$ cat config.mk
export PLATFORM = sky130hd
export DESIGN_NAME = decode_stage_pipe
export DESIGN_NICKNAME = d
export VERILOG_FILES = /design/src/rtl/decode_stage_pipe.sv
export SDC_FILE = /design/constraint.sdc
export NUM_CORES = 1
export LEC_CHECK = 0
export ABC_CLOCK_PERIOD_IN_PS = 3260
export CAP_MARGIN = 20
export CORE_MARGIN = 5
export CORE_UTILIZATION = 40
export CTS_CLUSTER_SIZE = 14
export DETAILED_ROUTE_END_ITERATION = 8
export PLACE_DENSITY = 0.67
export SLEW_MARGIN = 20
export SYNTH_ARGS = -nofsm -noshare
export SYNTH_HDL_FRONTEND = slang
export SYNTH_SLANG_ARGS = --single-unit
$ cat constraint.sdc
create_clock -name clk -period 3.26 [get_ports clk]
set_input_delay 0.326 -clock clk [delete_from_list [all_inputs] [get_ports clk]]
set_output_delay 0.326 -clock clk [all_outputs]
set_load 0.05 [all_outputs]
$ cat src/rtl/decode_stage_pipe.sv
// Pipelined ID stage: decodes the 16-bit ISA into the ID/EX register.
// Adds a stall/flush handshake, load-use bubble insertion and halt drain.
module decode_stage_pipe #(
    parameter int DATA_W       = 16,
    parameter int REG_AW       = 4,
    parameter int DRAIN_CYCLES = 3,
    parameter int RED_EN       = 1
) (
    input  logic              clk,
    input  logic              rst_n,
    input  logic [15:0]       instr_in,
    input  logic              instr_valid,
    input  logic              flush,
    input  logic              ex_stall,
    output logic              id_valid,
    output logic [8:0]        id_ctrl,
    output logic [2:0]        id_alu_op,
    output logic [REG_AW-1:0] id_rd,
    output logic [REG_AW-1:0] id_rs,
    output logic [REG_AW-1:0] id_rt,
    output logic [2:0]        id_cond,
    output logic [DATA_W-1:0] id_imm,
    output logic              stall_fetch,
    output logic              halted
);

    localparam logic [1:0] S_RUN   = 2'd0;
    localparam logic [1:0] S_DRAIN = 2'd1;
    localparam logic [1:0] S_HALT  = 2'd2;
    localparam logic [3:0] DC      = 4'(DRAIN_CYCLES);

    logic [3:0]        w_op;
    logic [8:0]        w_ctrl;
    logic [2:0]        w_alu;
    logic [REG_AW-1:0] w_rd, w_rs, w_rt;
    logic [2:0]        w_cond;
    logic [DATA_W-1:0] w_imm;
    logic              w_use_rs, w_use_rt;
    logic              w_hazard, w_load, w_is_hlt;

    logic              r_valid;
    logic [8:0]        r_ctrl;
    logic [2:0]        r_alu;
    logic [REG_AW-1:0] r_rd, r_rs, r_rt;
    logic [2:0]        r_cond;
    logic [DATA_W-1:0] r_imm;

    logic              w_nx_valid;
    logic [8:0]        w_nx_ctrl;
    logic [2:0]        w_nx_alu;
    logic [REG_AW-1:0] w_nx_rd, w_nx_rs, w_nx_rt;
    logic [2:0]        w_nx_cond;
    logic [DATA_W-1:0] w_nx_imm;

    logic [1:0]        r_state, w_state_nx;
    logic [3:0]        r_cnt, w_cnt_nx;
    logic              r_halted;

    assign w_op = instr_in[15:12];

    // Combinational decode of the incoming instruction
    always_comb begin
        w_ctrl   = '0;
        w_alu    = '0;
        w_rd     = '0;
        w_rs     = '0;
        w_rt     = '0;
        w_cond   = '0;
        w_imm    = '0;
        w_use_rs = 1'b0;
        w_use_rt = 1'b0;
        if (instr_in != 16'h0000) begin
            w_cond = instr_in[11:9];
            unique case (w_op)
                4'h0, 4'h1, 4'h2, 4'h3, 4'h7: begin
                    if (w_op != 4'h3 || RED_EN != 0) begin
                        w_ctrl   = 9'h001;
                        w_alu    = w_op[2:0];
                        w_rd     = REG_AW'(instr_in[11:8]);
                        w_rs     = REG_AW'(instr_in[7:4]);
                        w_rt     = REG_AW'(instr_in[3:0]);
                        w_use_rs = 1'b1;
                        w_use_rt = 1'b1;
                    end
                end
                4'h4, 4'h5, 4'h6: begin
                    w_ctrl   = 9'h003;
                    w_alu    = w_op[2:0];
                    w_rd     = REG_AW'(instr_in[11:8]);
                    w_rs     = REG_AW'(instr_in[7:4]);
                    w_imm    = DATA_W'(instr_in[3:0]);
                    w_use_rs = 1'b1;
                end
                4'h8: begin
                    w_ctrl   = 9'h01B;
                    w_rd     = REG_AW'(instr_in[11:8]);
                    w_rs     = REG_AW'(instr_in[7:4]);
                    w_imm    = {{(DATA_W-4){instr_in[3]}}, instr_in[3:0]};
                    w_use_rs = 1'b1;
                end
                4'h9: begin
                    w_ctrl   = 9'h006;
                    w_rs     = REG_AW'(instr_in[7:4]);
                    w_rt     = REG_AW'(instr_in[11:8]);
                    w_imm    = {{(DATA_W-4){instr_in[3]}}, instr_in[3:0]};
                    w_use_rs = 1'b1;
                    w_use_rt = 1'b1;
                end
                4'hA: begin
                    w_ctrl   = 9'h003;
                    w_rd     = REG_AW'(instr_in[11:8]);
                    w_rs     = REG_AW'(instr_in[11:8]);
                    w_imm    = DATA_W'(instr_in[7:0]);
                    w_use_rs = 1'b1;
                end
                4'hB: begin
                    w_ctrl = 9'h003;
                    w_rd   = REG_AW'(instr_in[11:8]);
                    w_imm  = DATA_W'(instr_in[7:0]);
                end
                4'hC: begin
                    w_ctrl = 9'h020;
                    w_imm  = {{(DATA_W-10){instr_in[8]}}, instr_in[8:0], 1'b0};
                end
                4'hD: begin
                    w_ctrl   = 9'h060;
                    w_rs     = REG_AW'(instr_in[7:4]);
                    w_use_rs = 1'b1;
                end
                4'hE: begin
                    w_ctrl = 9'h083;
                    w_rd   = REG_AW'(instr_in[11:8]);
                end
                4'hF: begin
                    w_ctrl = 9'h100;
                end
                default: ;
            endcase
        end
    end

    // Load-use detect and the capture qualifier for a real instruction
    always_comb begin
        w_hazard = r_valid && r_ctrl[4] && (r_rd != '0) && instr_valid
                && ((w_use_rs && (w_rs == r_rd))
                ||  (w_use_rt && (w_rt == r_rd)));
        w_load   = !flush && !ex_stall && !w_hazard
                && (r_state == S_RUN) && instr_valid;
        w_is_hlt = (w_op == 4'hF);
    end

    // ID register next value: flush > ex_stall > hazard/drain > load
    always_comb begin
        w_nx_valid = 1'b0;
        w_nx_ctrl  = '0;
        w_nx_alu   = '0;
        w_nx_rd    = '0;
        w_nx_rs    = '0;
        w_nx_rt    = '0;
        w_nx_cond  = '0;
        w_nx_imm   = '0;
        if (!flush && ex_stall) begin
            w_nx_valid = r_valid;
            w_nx_ctrl  = r_ctrl;
            w_nx_alu   = r_alu;
            w_nx_rd    = r_rd;
            w_nx_rs    = r_rs;
            w_nx_rt    = r_rt;
            w_nx_cond  = r_cond;
            w_nx_imm   = r_imm;
        end else if (w_load) begin
            w_nx_valid = 1'b1;
            w_nx_ctrl  = w_ctrl;
            w_nx_alu   = w_alu;
            w_nx_rd    = w_rd;
            w_nx_rs    = w_rs;
            w_nx_rt    = w_rt;
            w_nx_cond  = w_cond;
            w_nx_imm   = w_imm;
        end
    end

    // ID/EX pipeline register
    always_ff @(posedge clk or negedge rst_n) begin
        if (!rst_n) begin
            r_valid <= 1'b0;
            r_ctrl  <= '0;
            r_alu   <= '0;
            r_rd    <= '0;
            r_rs    <= '0;
            r_rt    <= '0;
            r_cond  <= '0;
            r_imm   <= '0;
        end else begin
            r_valid <= w_nx_valid;
            r_ctrl  <= w_nx_ctrl;
            r_alu   <= w_nx_alu;
            r_rd    <= w_nx_rd;
            r_rs    <= w_nx_rs;
            r_rt    <= w_nx_rt;
            r_cond  <= w_nx_cond;
            r_imm   <= w_nx_imm;
        end
    end

    // Halt FSM state, drain counter and sticky halted flag
    always_ff @(posedge clk or negedge rst_n) begin
        if (!rst_n) begin
            r_state  <= S_RUN;
            r_cnt    <= '0;
            r_halted <= 1'b0;
        end else begin
            r_state  <= w_state_nx;
            r_cnt    <= w_cnt_nx;
            r_halted <= (w_state_nx == S_HALT);
        end
    end

    // Halt FSM next state; an early flush squashes the HLT still in ID
    always_comb begin
        w_state_nx = r_state;
        w_cnt_nx   = r_cnt;
        unique case (r_state)
            S_RUN: begin
                if (w_load && w_is_hlt) begin
                    w_state_nx = S_DRAIN;
                    w_cnt_nx   = DC;
                end
            end
            S_DRAIN: begin
                if (flush && (r_cnt == DC)) begin
                    w_state_nx = S_RUN;
                    w_cnt_nx   = '0;
                end else if (!ex_stall) begin
                    if (r_cnt <= 4'd1) begin
                        w_state_nx = S_HALT;
                        w_cnt_nx   = '0;
                    end else begin
                        w_cnt_nx = r_cnt - 4'd1;
                    end
                end
            end
            S_HALT: begin
                w_state_nx = S_HALT;
            end
            default: begin
                w_state_nx = S_RUN;
                w_cnt_nx   = '0;
            end
        endcase
    end

    // Outputs: fetch stall and registered fields
    always_comb begin
        stall_fetch = w_hazard || ex_stall || (r_state != S_RUN);
        halted      = r_halted;
        id_valid    = r_valid;
        id_ctrl     = r_ctrl;
        id_alu_op   = r_alu;
        id_rd       = r_rd;
        id_rs       = r_rs;
        id_rt       = r_rt;
        id_cond     = r_cond;
        id_imm      = r_imm;
    end

endmodule

==> results.py <==
metrics = {
    "placement": {
        "pre_cts_slack_ns": 0.325,
        "port_buffers": 66,
        "placed_area_sq_mm": 0.00335,
        "dp_hpwl_um": 5700,
        "gp_congestion": 0.883,
    },
    "floorplanning": {
        "core_area_sq_mm": 0.00635,
        "die_h_um": 90.8,
        "ios": 67,
        "fp-row-count": 29,
        "die-area_sq_mm": 0.00825,
        "die_w_um": 90.8,
        "initial_core_util": 0.412,
    },
    "worst_setup_path": {
        "reg2reg_to": "id_valid",
        "path_class": "in -> out",
        "slowest_stage": "or4_1",
        "cp.required_ns": 2.93,
        "r2r_slack_ns": 1.11,
        "critPathArrivalTime_ns": 2.66,
        "timing.rr.start": "id_rd[1]",
        "crit_fanout": 16,
        "crit_path_frequent_cell": "buf_12",
        "cp_slowest_stage_delay_ns": 0.58,
        "crit_chain": "clkdlybuf4s50_1 -> buf_12 -> and4bb_1 -> a22oi_1 -> mux2i_1 -> or4_1 -> nand3_1 -> buf_12",
        "crit_path_end_kind": "primary output",
        "reg2reg_depth": 6,
        "critPathLaunchType": "input pin",
    },
    "routing": {
        "num_vias": 2543,
        "wire_per_inst_um": 18.0,
        "drt_first_pass_iters": 4,
        "drtAntennaViolNets": 0,
        "drc": 0,
        "drt-initial-drc-count": 155,
        "via_per_inst": 5.87,
        "routed_wl_um": 7800,
    },
    "logic_synthesis": {
        "synth_warnings": 0,
        "synth-seq-area-share": 0.421,
        "synth_edf_count": 0,
        "synthCells": 295,
        "ys_types": 45,
        "synth_ff_type": "dfrtp_1",
        "syn_area_sq_mm": 0.00261,
        "yosysTopAreaCellShare": 0.421,
        "syn_area_per_cell_sq_um": 8.86,
        "synthesis.nets": 319,
        "synth.area.top_cells": "dfrtp_1, a32o_1, o21ai_0, nand2_1, nor2_1",
        "synth_seq_cells": 44,
        "yosys.area.top_type": "dfrtp_1",
        "async_flop_share": 1.00,
    },
    "finish": {
        "final_cell_area_sq_mm": 0.00346,
        "drive_gt1_frac": 0.0843,
        "finalCoreUtilization": 0.545,
        "areaGrowthSynthToFinish_pct": 32.4,
        "layout_commonest_cell": "clkdlybuf4s50_1",
        "diodes": 0,
        "finalNetCount": 379,
        "final_cell_mix": "clkdlybuf4s50_1, dfrtp_1, nand2_1",
    },
    "clock_tree": {
        "htree_levels": 2,
        "cts_tree": "built",
        "cts-resized-gates": 0,
        "clockBufferDepth": 2,
        "insertion_delay_ns": 0.30,
        "root_buffer": "clkbuf_8",
        "cts_setup_buffers": 0,
        "cts_made_buffers": 5,
        "clk_pin_slew_ns": 0.08,
        "clkSinkCount": 44,
        "cts_hold_buf": 0,
    },
    "sta": {
        "tightest_slew_ns": 0.571,
        "period_needed_ns": 2.99,
        "finalCritPeriodShare": 0.916,
        "worst_slack_ns": 0.275,
        "hold_viol": 0,
        "rsz0062_at_grt": "false",
        "setup_violations": 0,
        "clock.fmax_ghz": 0.335,
        "slew_headroom": 0.619,
        "fin_skew_ns": 0.00490,
        "fin_tns_setup_ns": 0,
        "finalMaxSlewViolations": 0,
    },
    "global_route": {
        "grt_pass1_vias": 2580,
        "grt_max_degree": 45,
        "grt-ovfl-total": 0,
        "antenna_found_initial": 0,
        "grt_pass1_wl_um": 13000,
        "gr-usage-all-layers": 0.192,
    },
    "job": {
        "drv_cap": 0,
    },
    "power": {
        "pwr_density_cell_mw_per_mm2": 321,
        "finalPower_w": 0.00111,
        "p_leak_nw": 1.41,
        "ir_drop_mv": 0.228,
    },
    "run_status": {
        "status": "finished clean",
    },
    "worst_hold_path": {
        "hold_class": "in -> async",
    },
}
==> critical path, delay by kind of cell <==
| family | cells | cell delay, ns |
|---|---|---|
| buffers and inverters | 3 | 0.91 |
| and+or+nand+nor | 3 | 0.97 |
| AOI/OAI and AO/OA | 1 | 0.29 |
| muxes | 1 | 0.15 |
==> how the worst max path moves through the flow <==
| stage | start | end | slack [ns] | depth (start not counted) |
|---|---|---|---|---|
| final | instr_in[13] | stall_fetch | 0.27 | 8 |
| after floorplan | id_rd[0] | stall_fetch | 0.54 | 7 |
| after CTS | instr_in[13] | stall_fetch | 0.29 | 8 |
| after global placement | instr_in[13] | stall_fetch | 0.33 | 8 |
| after global routing | instr_in[13] | stall_fetch | 0.18 | 8 |
| after detailed placement | instr_in[13] | stall_fetch | 0.33 | 8 |
==> area by class of cell <==
type | count | area (sq um)
tap | 77 | 96.3
timing repair buffer | 81 | 793
clock inverter | 2 | 35.0
multi-input combinational | 216 | 1340
sequential | 44 | 1100
inverter | 7 | 26.3
fill | 593 | 2890
clock buffer | 6 | 72.6
==> synth_stat cells, types with 4 or more instances <==
library cell,count
nor2_1,22
a32oi_1,4
nand2_1,38
nand2b_1,4
nor4_1,5
nand3_1,9
and3_1,4
inv_1,7
a22oi_1,6
a21oi_1,15
a22o_1,4
a32o_1,19
o31ai_1,9
clkbuf_1,15
nor3_1,9
buf_4,8
nor2b_1,4
dfrtp_1,44
o21ai_0,29
==> report_power, final <==
group	internal, W	switching (W)
combinational	0.0000573	0.0000865
clock	0.000228	0.000191
sequential	0.000546	0.000000860
total	0.000831	0.000279
==> cell families after synthesis <==
family / synth area share
flops: 0.421
mux: 0.00766
xor+xnor: 0.0201
compound gates: 0.262
fa+ha+maj: 0.0182
buf+inv: 0.0685
simple gates: 0.202
==> metrics by stage <==
step | hold slack [ns] | instances
after floorplan | 0.0304 | 295
after global placement | 0.463 | 425
after detailed placement | 0.467 | 425
after CTS | 0.222 | 433
after global routing | 0.0644 | 433
final | 0.0235 | 433
==> flip-flops by register name (all words and copies together), names as in the netlist, 2 cells and up <==
register,count
id_alu_op,3
id_cond,3
id_ctrl,8
id_imm,10
id_rd,4
id_rs,4
id_rt,4
r_cnt,4
r_state,2
==> layer usage <==
layer	share of wire	global-route usage	up-vias
met5	0	0	-
li1	-	-	1202
met1	0.45	0.255	1221
met3	0.071	0.0492	15
met4	0.025	0.0648	0
met2	0.45	0.304	105
No activity file was read; power rests on OpenSTA's default activity.
